`src/rtl/ram_ctrl_pkg.sv`:
```
// Shared types and constants for the RAM port arbiter.
// State encoding, RAM direction codes and default geometry.
package ram_ctrl_pkg;

  typedef enum logic [1:0] {
    ST_INIT,
    ST_RUN,
    ST_DRAIN
  } state_t;

  localparam logic RW_READ  = 1'b1;
  localparam logic RW_WRITE = 1'b0;

  localparam int DEF_AW = 5;
  localparam int DEF_DW = 32;

endpackage

```
`src/rtl/rr_arb2.sv`:
```
// Two-way round-robin arbiter.
// The pointer moves only when a grant is issued.
module rr_arb2 (
  input  logic       clk,
  input  logic       rst,
  input  logic [1:0] req,
  input  logic       en,
  output logic [1:0] gnt
);

  // ptr=1 gives requester 1 priority on a tie
  logic ptr;

  always_comb begin
    gnt    = 2'b00;
    gnt[0] = en & req[0] & (~req[1] | ~ptr);
    gnt[1] = en & req[1] & (~req[0] | ptr);
  end

  always_ff @(posedge clk) begin
    if (rst)
      ptr <= 1'b0;
    else if (|gnt)
      ptr <= gnt[0];
  end

endmodule

```
`src/rtl/ram_port_arbiter.sv`:
```
// Two-requester single-port RAM arbiter with
// initialisation sweep and drain-before-clear.
module ram_port_arbiter
  import ram_ctrl_pkg::*;
#(
  parameter int AW = DEF_AW,
  parameter int DW = DEF_DW,
  parameter logic [DW-1:0] INIT_VAL = '0
) (
  input  logic          clk,
  input  logic          rst,
  input  logic          clr,
  output logic          init_done,
  input  logic          req0,
  input  logic          req1,
  input  logic          we0,
  input  logic          we1,
  input  logic [AW-1:0] addr0,
  input  logic [AW-1:0] addr1,
  input  logic [DW-1:0] wdata0,
  input  logic [DW-1:0] wdata1,
  output logic          gnt0,
  output logic          gnt1,
  output logic          rvalid0,
  output logic          rvalid1,
  output logic [DW-1:0] rdata0,
  output logic [DW-1:0] rdata1,
  output logic          mem_cs,
  output logic          mem_rw,
  output logic [AW-1:0] mem_addr,
  output logic [DW-1:0] mem_wdata,
  input  logic [DW-1:0] mem_rdata
);

  state_t        state, state_n;
  logic [AW-1:0] cnt;
  logic [1:0]    gnt;
  logic          arb_en;
  logic          sel_we;
  logic          cs_q, rw_q;
  logic [AW-1:0] addr_q;
  logic [DW-1:0] wdata_q;
  logic          t1v, t1id, t2v, t2id;

  assign arb_en = (state == ST_RUN) & ~clr & ~rst;

  rr_arb2 u_arb (
    .clk (clk),
    .rst (rst),
    .req ({req1, req0}),
    .en  (arb_en),
    .gnt (gnt)
  );

  assign gnt0   = gnt[0];
  assign gnt1   = gnt[1];
  assign sel_we = gnt[1] ? we1 : we0;

  always_comb begin
    state_n = state;
    unique case (state)
      ST_INIT:  if (!clr && cnt == '1) state_n = ST_RUN;
      ST_RUN:   if (clr) state_n = ST_DRAIN;
      ST_DRAIN: if (!t1v && !t2v) state_n = ST_INIT;
      default:  state_n = ST_INIT;
    endcase
  end

  always_ff @(posedge clk) begin
    if (rst) begin
      state <= ST_INIT;
      cnt   <= '0;
    end else begin
      state <= state_n;
      // counter idles at zero outside INIT so re-entry starts at 0
      if (state != ST_INIT || clr)
        cnt <= '0;
      else
        cnt <= cnt + 1'b1;
    end
  end

  always_ff @(posedge clk) begin
    if (rst) begin
      cs_q    <= 1'b0;
      rw_q    <= RW_READ;
      addr_q  <= '0;
      wdata_q <= '0;
    end else begin
      cs_q <= |gnt;
      if (|gnt) begin
        rw_q    <= sel_we ? RW_WRITE : RW_READ;
        addr_q  <= gnt[1] ? addr1 : addr0;
        wdata_q <= gnt[1] ? wdata1 : wdata0;
      end
    end
  end

  always_ff @(posedge clk) begin
    if (rst) begin
      t1v  <= 1'b0;
      t1id <= 1'b0;
      t2v  <= 1'b0;
      t2id <= 1'b0;
    end else begin
      t1v  <= (|gnt) & ~sel_we;
      t1id <= gnt[1];
      t2v  <= t1v;
      t2id <= t1id;
    end
  end

  always_comb begin
    mem_cs    = cs_q;
    mem_rw    = rw_q;
    mem_addr  = addr_q;
    mem_wdata = wdata_q;
    if (rst) begin
      mem_cs    = 1'b0;
      mem_rw    = RW_READ;
      mem_addr  = '0;
      mem_wdata = '0;
    end else if (state == ST_INIT) begin
      mem_cs    = 1'b1;
      mem_rw    = RW_WRITE;
      mem_addr  = cnt;
      mem_wdata = INIT_VAL;
    end
  end

  assign init_done = (state == ST_RUN) & ~rst;
  assign rvalid0   = t2v & ~t2id & ~rst;
  assign rvalid1   = t2v & t2id & ~rst;
  assign rdata0    = mem_rdata;
  assign rdata1    = mem_rdata;

endmodule
```
`config.mk`:
```
export PLATFORM = sky130hd
export DESIGN_NAME = ram_port_arbiter
export DESIGN_NICKNAME = d
export VERILOG_FILES = /design/src/rtl/ram_ctrl_pkg.sv /design/src/rtl/rr_arb2.sv /design/src/rtl/ram_port_arbiter.sv
export SDC_FILE = /design/constraint.sdc
export NUM_CORES = 1
export LEC_CHECK = 0
export ABC_AREA = 1
export CORE_ASPECT_RATIO = 0.9
export CORE_MARGIN = 8
export CORE_UTILIZATION = 39
export CTS_CLUSTER_DIAMETER = 120
export DETAILED_ROUTE_END_ITERATION = 12
export PLACE_DENSITY = 0.85
export SLEW_MARGIN = 5
export SYNTH_ARGS = -nofsm -noshare
export SYNTH_HDL_FRONTEND = slang
export SYNTH_SLANG_ARGS = --single-unit
```
`constraint.sdc`:
```
create_clock -name clk -period 2.5 [get_ports clk]
set_input_delay 0.25 -clock clk [delete_from_list [all_inputs] [get_ports clk]]
set_output_delay 0.25 -clock clk [all_outputs]
set_load 0.01 [all_outputs]
```
## Word-level counts from Yosys, hierarchy flattened

Index checks and enable logic that the tools add are counted.

| word-level totals | value |
|---|---|
| register bits after elaboration | 51 |
| input bits | 113 |
| output and inout port bits | 108 |
| word-level logic and storage cells | 66 |

| cells by class | value |
|---|---|
| add/sub/neg operators | 1 |
| equal/unequal tests | 6 |
| muxes and demuxes | 16 |
| bitwise gates (word level) | 21 |
| reductions and logical operators | 11 |

Operators by type and width:

| kind | number |
|---|---|
| 2-to-1 mux 32 bit | 3 |
| 2-to-1 mux 5 bit | 3 |
| bitwise AND 1 bit | 12 |
| inverter 1 bit | 7 |
| 2-to-1 mux 1 bit | 6 |
| 2-to-1 mux 2 bit | 3 |
| != test 2 bit (second input constant) | 3 |
| case mux 2 bit (3 select lines) | 1 |
| adder 5 x 1 -> 5 bit (second input constant) | 1 |
| equality test 5 bit (second input constant) | 1 |
| OR reduction 2 bit | 2 |
| zero test 1 bit | 3 |
| AND reduction 3 bit | 1 |
| equality test 2 x 1 -> 1 bit (second input constant) | 1 |
| equality test 2 bit (second input constant) | 1 |
| logical AND 1 bit | 2 |
| zero test 2 bit | 1 |
| bitwise OR 1 bit | 2 |
| nonzero test 2 bit | 1 |
| logical OR 1 bit | 1 |

## Depth between registers and ports, before layout

| depth | value |
|---|---|
| depth after elaboration | 8 |
| depth in mapped cells | 11 |
| mapped depth without buffers | 8 |

## By module

Synthesis repeated with hierarchy kept, for this count alone.

| unflattened totals | value |
|---|---|
| cell total of the unflattened synthesis | 512 |
| area, all modules | 3,195.6 um^2 |

By module, submodules not included:

| module | times used | cells each | area each (um^2) | sequential area each (um^2) |
|---|---|---|---|---|
| ram_port_arbiter | 1 | 501 | 3,129.3 | 1,001.0 |
| rr_arb2 | 1 | 11 | 66.3 | 20.0 |

## Worst setup path before layout

No wires, ideal clock.

| timing path | value |
|---|---|
| path kind | flip-flop to output port |
| from | reg state[1] |
| to | out gnt1 |
| arrival | 1.111 ns |
| required time | 2.250 ns |
| path slack | 1.139 ns |
| stages on the path, launching flop included | 8 |
| buffers on the path | 2 |
| cells stage by stage | dfxtp_1 -> inv_1 -> nand2_1 -> nor2_8 -> nand2_2 -> buf_6 -> buf_4 -> inv_1 |

| between the ends | value |
|---|---|
| longest elaborated chain between the ends | 5 |

RTL lines:

| element | line | RTL |
|---|---|---|
| start, declared | ram_port_arbiter.sv:35 | `state_t state, state_n;` |
| start signal, assigned | ram_port_arbiter.sv:74 | `state <= state_n;` |
| equality test 2 x 1 -> 1 bit | ram_port_arbiter.sv:45 | `assign arb_en = (state == ST_RUN) & ~clr & ~rst;` |
| bitwise AND 1 bit (2 in a row) | ram_port_arbiter.sv:45 |  |
| bitwise AND 1 bit (2 in a row) | rr_arb2.sv:17 | `gnt[1] = en & req[1] & (~req[0] \| ptr);` |
| end, declared | ram_port_arbiter.sv:23 | `output logic gnt1,` |

No other way between the ends.

## Worst setup path after layout

| timing path | value |
|---|---|
| from | in rst |
| to | out gnt1 |

| between the ends | value |
|---|---|
| longest elaborated chain between the ends | 4 |

RTL lines:

| element | line | RTL |
|---|---|---|
| start, declared | ram_port_arbiter.sv:11 | `input logic rst,` |
| inverter 1 bit | ram_port_arbiter.sv:45 |  |
| bitwise AND 1 bit | ram_port_arbiter.sv:45 |  |
| bitwise AND 1 bit (2 in a row) | rr_arb2.sv:17 |  |

No other way between the ends.

==> results.yml <==
final_layout:
  mostFrequentLayoutCell: "nand2_1"
  finish.instance_area_um2: 4230
  final_cell_mix: "126 x nand2_1, 124 x clkdlybuf4s50_1, 104 x nand3_1"
  fillers: 844
  layout-area-overhead-vs-synth_pct: 26.9
  layout-drive-gt1-share_pct: 3.87
  nets: 684
  final_cells: 687
  diodes: 0
logic_synthesis:
  synthAdderAreaFrac_pct: 0.751
  muxShareOfSynthArea_pct: 0
  syn-cell-area_um2: 3330
  syn_avg_cell_area_um2: 6.35
  yosysSeqAreaShare_pct: 30.6
  synth_xor_area_share_pct: 0
  synth_seq_cells: 51
  synth_top_family_by_area: "simple AND/OR/NAND/NOR gates"
  synthCells: 525
  yosysWarnings: 0
  netlist-cell-type-count: 22
  syn_nets: 640
  synth_compound_area_share_pct: 3.23
  synth-simple-area-share_pct: 39.0
grt:
  antenna_found_initial: 0
  grt_pass1_vias: 3176
  grt-ovfl-total: 0
  track_usage_pct: 15.2
  grt_pass1_wl_um: 15100
  grt_max_degree: 84
place:
  dpl.cell_count: 681
  hpwl_um: 6510
  place_area_um2: 4160
  place_ws_ns: 0.250
  finalWeightedCongestion: 0.818
  port_buffers: 124
status:
  status: "finished, final reports clean"
routing:
  vias: 3214
  wl_per_cell_um: 13.1
  vias_per_cell: 4.68
  antenna_left: 0
  dr.pass1.iters: 6
  drcViolationCount: 0
  wl_um: 9020
  drtIter0Drc: 203
timing:
  period_needed_ns: 2.20
  worst_slack_ns: 0.295
  max_freq_ghz: 0.454
  period_share_pct: 88.2
  clock_skew_ns: 0.00716
  final.setup.tns_ns: 0
  slew_headroom_pct: 71.5
  rsz0062_at_grt: "no"
  holdWs_ns: 0.411
  finalSetupViolCount: 0
  tightest_slew_ns: 0.427
  final_max_slew_viol_count: 0
  final_hold_viol_count: 0
power:
  power_density_nw_per_um2: 341
  vdd_ir_drop_max_mv: 0.207
  power_leakage_nw: 2.04
  intPower_mw: 1.13
  seqPwrFrac_pct: 56.4
  switching_power_mw: 0.314
  clockPowerShare_pct: 30.2
  swShare_pct: 21.8
  pwr-share-comb_pct: 13.4
clocking:
  cts_buffers: 5
  cts_tree: "yes"
  cts.clk_slew.worst_paths_ns: 0.09
  cts_hold_buf: 0
  clock_latency_ns: 0.29
  cts.sinks: 51
  clk_path_buf_depth: 2
  h-tree-depth: 2
  cts_setup_buffers: 0
  cts_root_buffer: "clkbuf_8"
  postCtsResizedCells: 0
die:
  num_rows: 32
  top_level_ports: 221
  core_area_um2: 8450
  die_area_um2: 11800
  die_x_um: 113
  fp.dieH_um: 104
  initial_utilization_pct: 39.4
worst_setup_path:
  worst_setup_path_start_kind: "primary input"
  arrival_ns: 1.95
  crit_path_top_delay_cell: "clkdlybuf4s50_1"
  crit_path_cell_trace: "clkdlybuf4s50_1 > clkinv_4 > nand2_2 > nor2_8 > nand2_2 > inv_1 > clkdlybuf4s50_1"
  critPathBufInv: 4
  worstSetupEndpointType: "output port"
  cpPeakStageDelay_ns: 0.54
  crit_family: "buffers and inverters"
  path_class: "in2out"
  crit_path_max_fanout: 46
  crit_required_ns: 2.25
flow_run:
  drv_cap: 0
min_path:
  min_path_type: "reg2reg"
==> final timing paths <==
path | startpoint | to | slack, ns | cells after the start
setup / recovery | rst | gnt1 | 0.30 | 7
hold / removal | t1id | t2id | 0.41 | 2
setup reg to reg | state[1] | wdata_q[10] | 0.88 | 8
hold reg to reg | t1id | t2id | 0.41 | 2
==> tightest hold or removal path, cell delays in order, from the launching register on <==
cell	delay, ns
dfxtp_1	0.31
inv_1	0.04
nor2_1	0.03
==> cell type report <==
| type | count | area (um2) | share of cell area (%) |
|---|---|---|---|
| Inverter | 57 | 219 | 5.18 |
| Tap cell | 119 | 149 | 3.52 |
| Sequential cell | 51 | 1020 | 24.1 |
| Multi-Input combinational cell | 321 | 1450 | 34.2 |
| Timing Repair Buffer | 133 | 1320 | 31.2 |
| Clock buffer | 6 | 72.6 | 1.72 |
==> layer usage <==
metal  vias to the layer above  track usage [%]  part of all wire (%)
met5                         -                0                     0
met4                         0             3.90                   1.4
met3                        21             6.15                   9.6
met2                       123             25.6                    48
met1                      1428             17.3                    41
li1                       1642                -                     -
==> Yosys cell counts <==
library cell,instances,area share (%)
nand2_1,126,14
nand3_1,104,16
buf_4,68,15
nor2_1,65,7.3
inv_1,56,6.3
dfxtp_1,51,31
buf_2,12,1.8
clkbuf_1,10,1.1
a21oi_1,6,0.90
o21ai_0,6,0.90
buf_6,4,1.4
nand2_2,3,0.56
buf_1,2,0.23
ha_1,2,0.75
nand3b_1,2,0.45
o211ai_1,2,0.45
a21oi_2,1,0.26
a21oi_4,1,0.49
clkinv_4,1,0.26
nor2_8,1,0.60
nor3b_1,1,0.23
o21bai_1,1,0.23
==> power groups by stage <==
stage          Combinational (mW)  Clock (mW)  Sequential [mW]
6_report                    0.193       0.436            0.815
5_1_grt                     0.209       0.497            0.815
4_1_cts                     0.194       0.460            0.815
3_5_place_dp                0.193           0            0.834
3_3_place_gp                0.189           0            0.834
2_1_floorplan               0.156           0            0.833
==> flip-flops by register name, indices dropped and copies added, names as in the netlist <==
| signal | flops |
|---|---|
| addr_q | 5 |
| cnt | 5 |
| cs_q | 1 |
| rw_q | 1 |
| state | 2 |
| t1id | 1 |
| t1v | 1 |
| t2id | 1 |
| t2v | 1 |
| u_arb.ptr | 1 |
| wdata_q | 32 |
==> logic make-up (layout without fill, tap and decap cells) <==
logic type | count (synthesis) | in the layout
and+or+nand+nor | 302 | 302
buffers and inverters | 153 | 196
DFF | 51 | 51
AOI/OAI and AO/OA | 17 | 17
adders and majority gates | 2 | 2
==> metrics by stage <==
step           power [mW]  utilization (%)
3_3_place_gp         1.02             49.2
6_report             1.44             50.1
5_1_grt              1.52             50.1
3_5_place_dp         1.03             49.2
4_1_cts              1.47             50.1
2_1_floorplan       0.989                -
No activity file was read; power rests on OpenSTA's default activity.
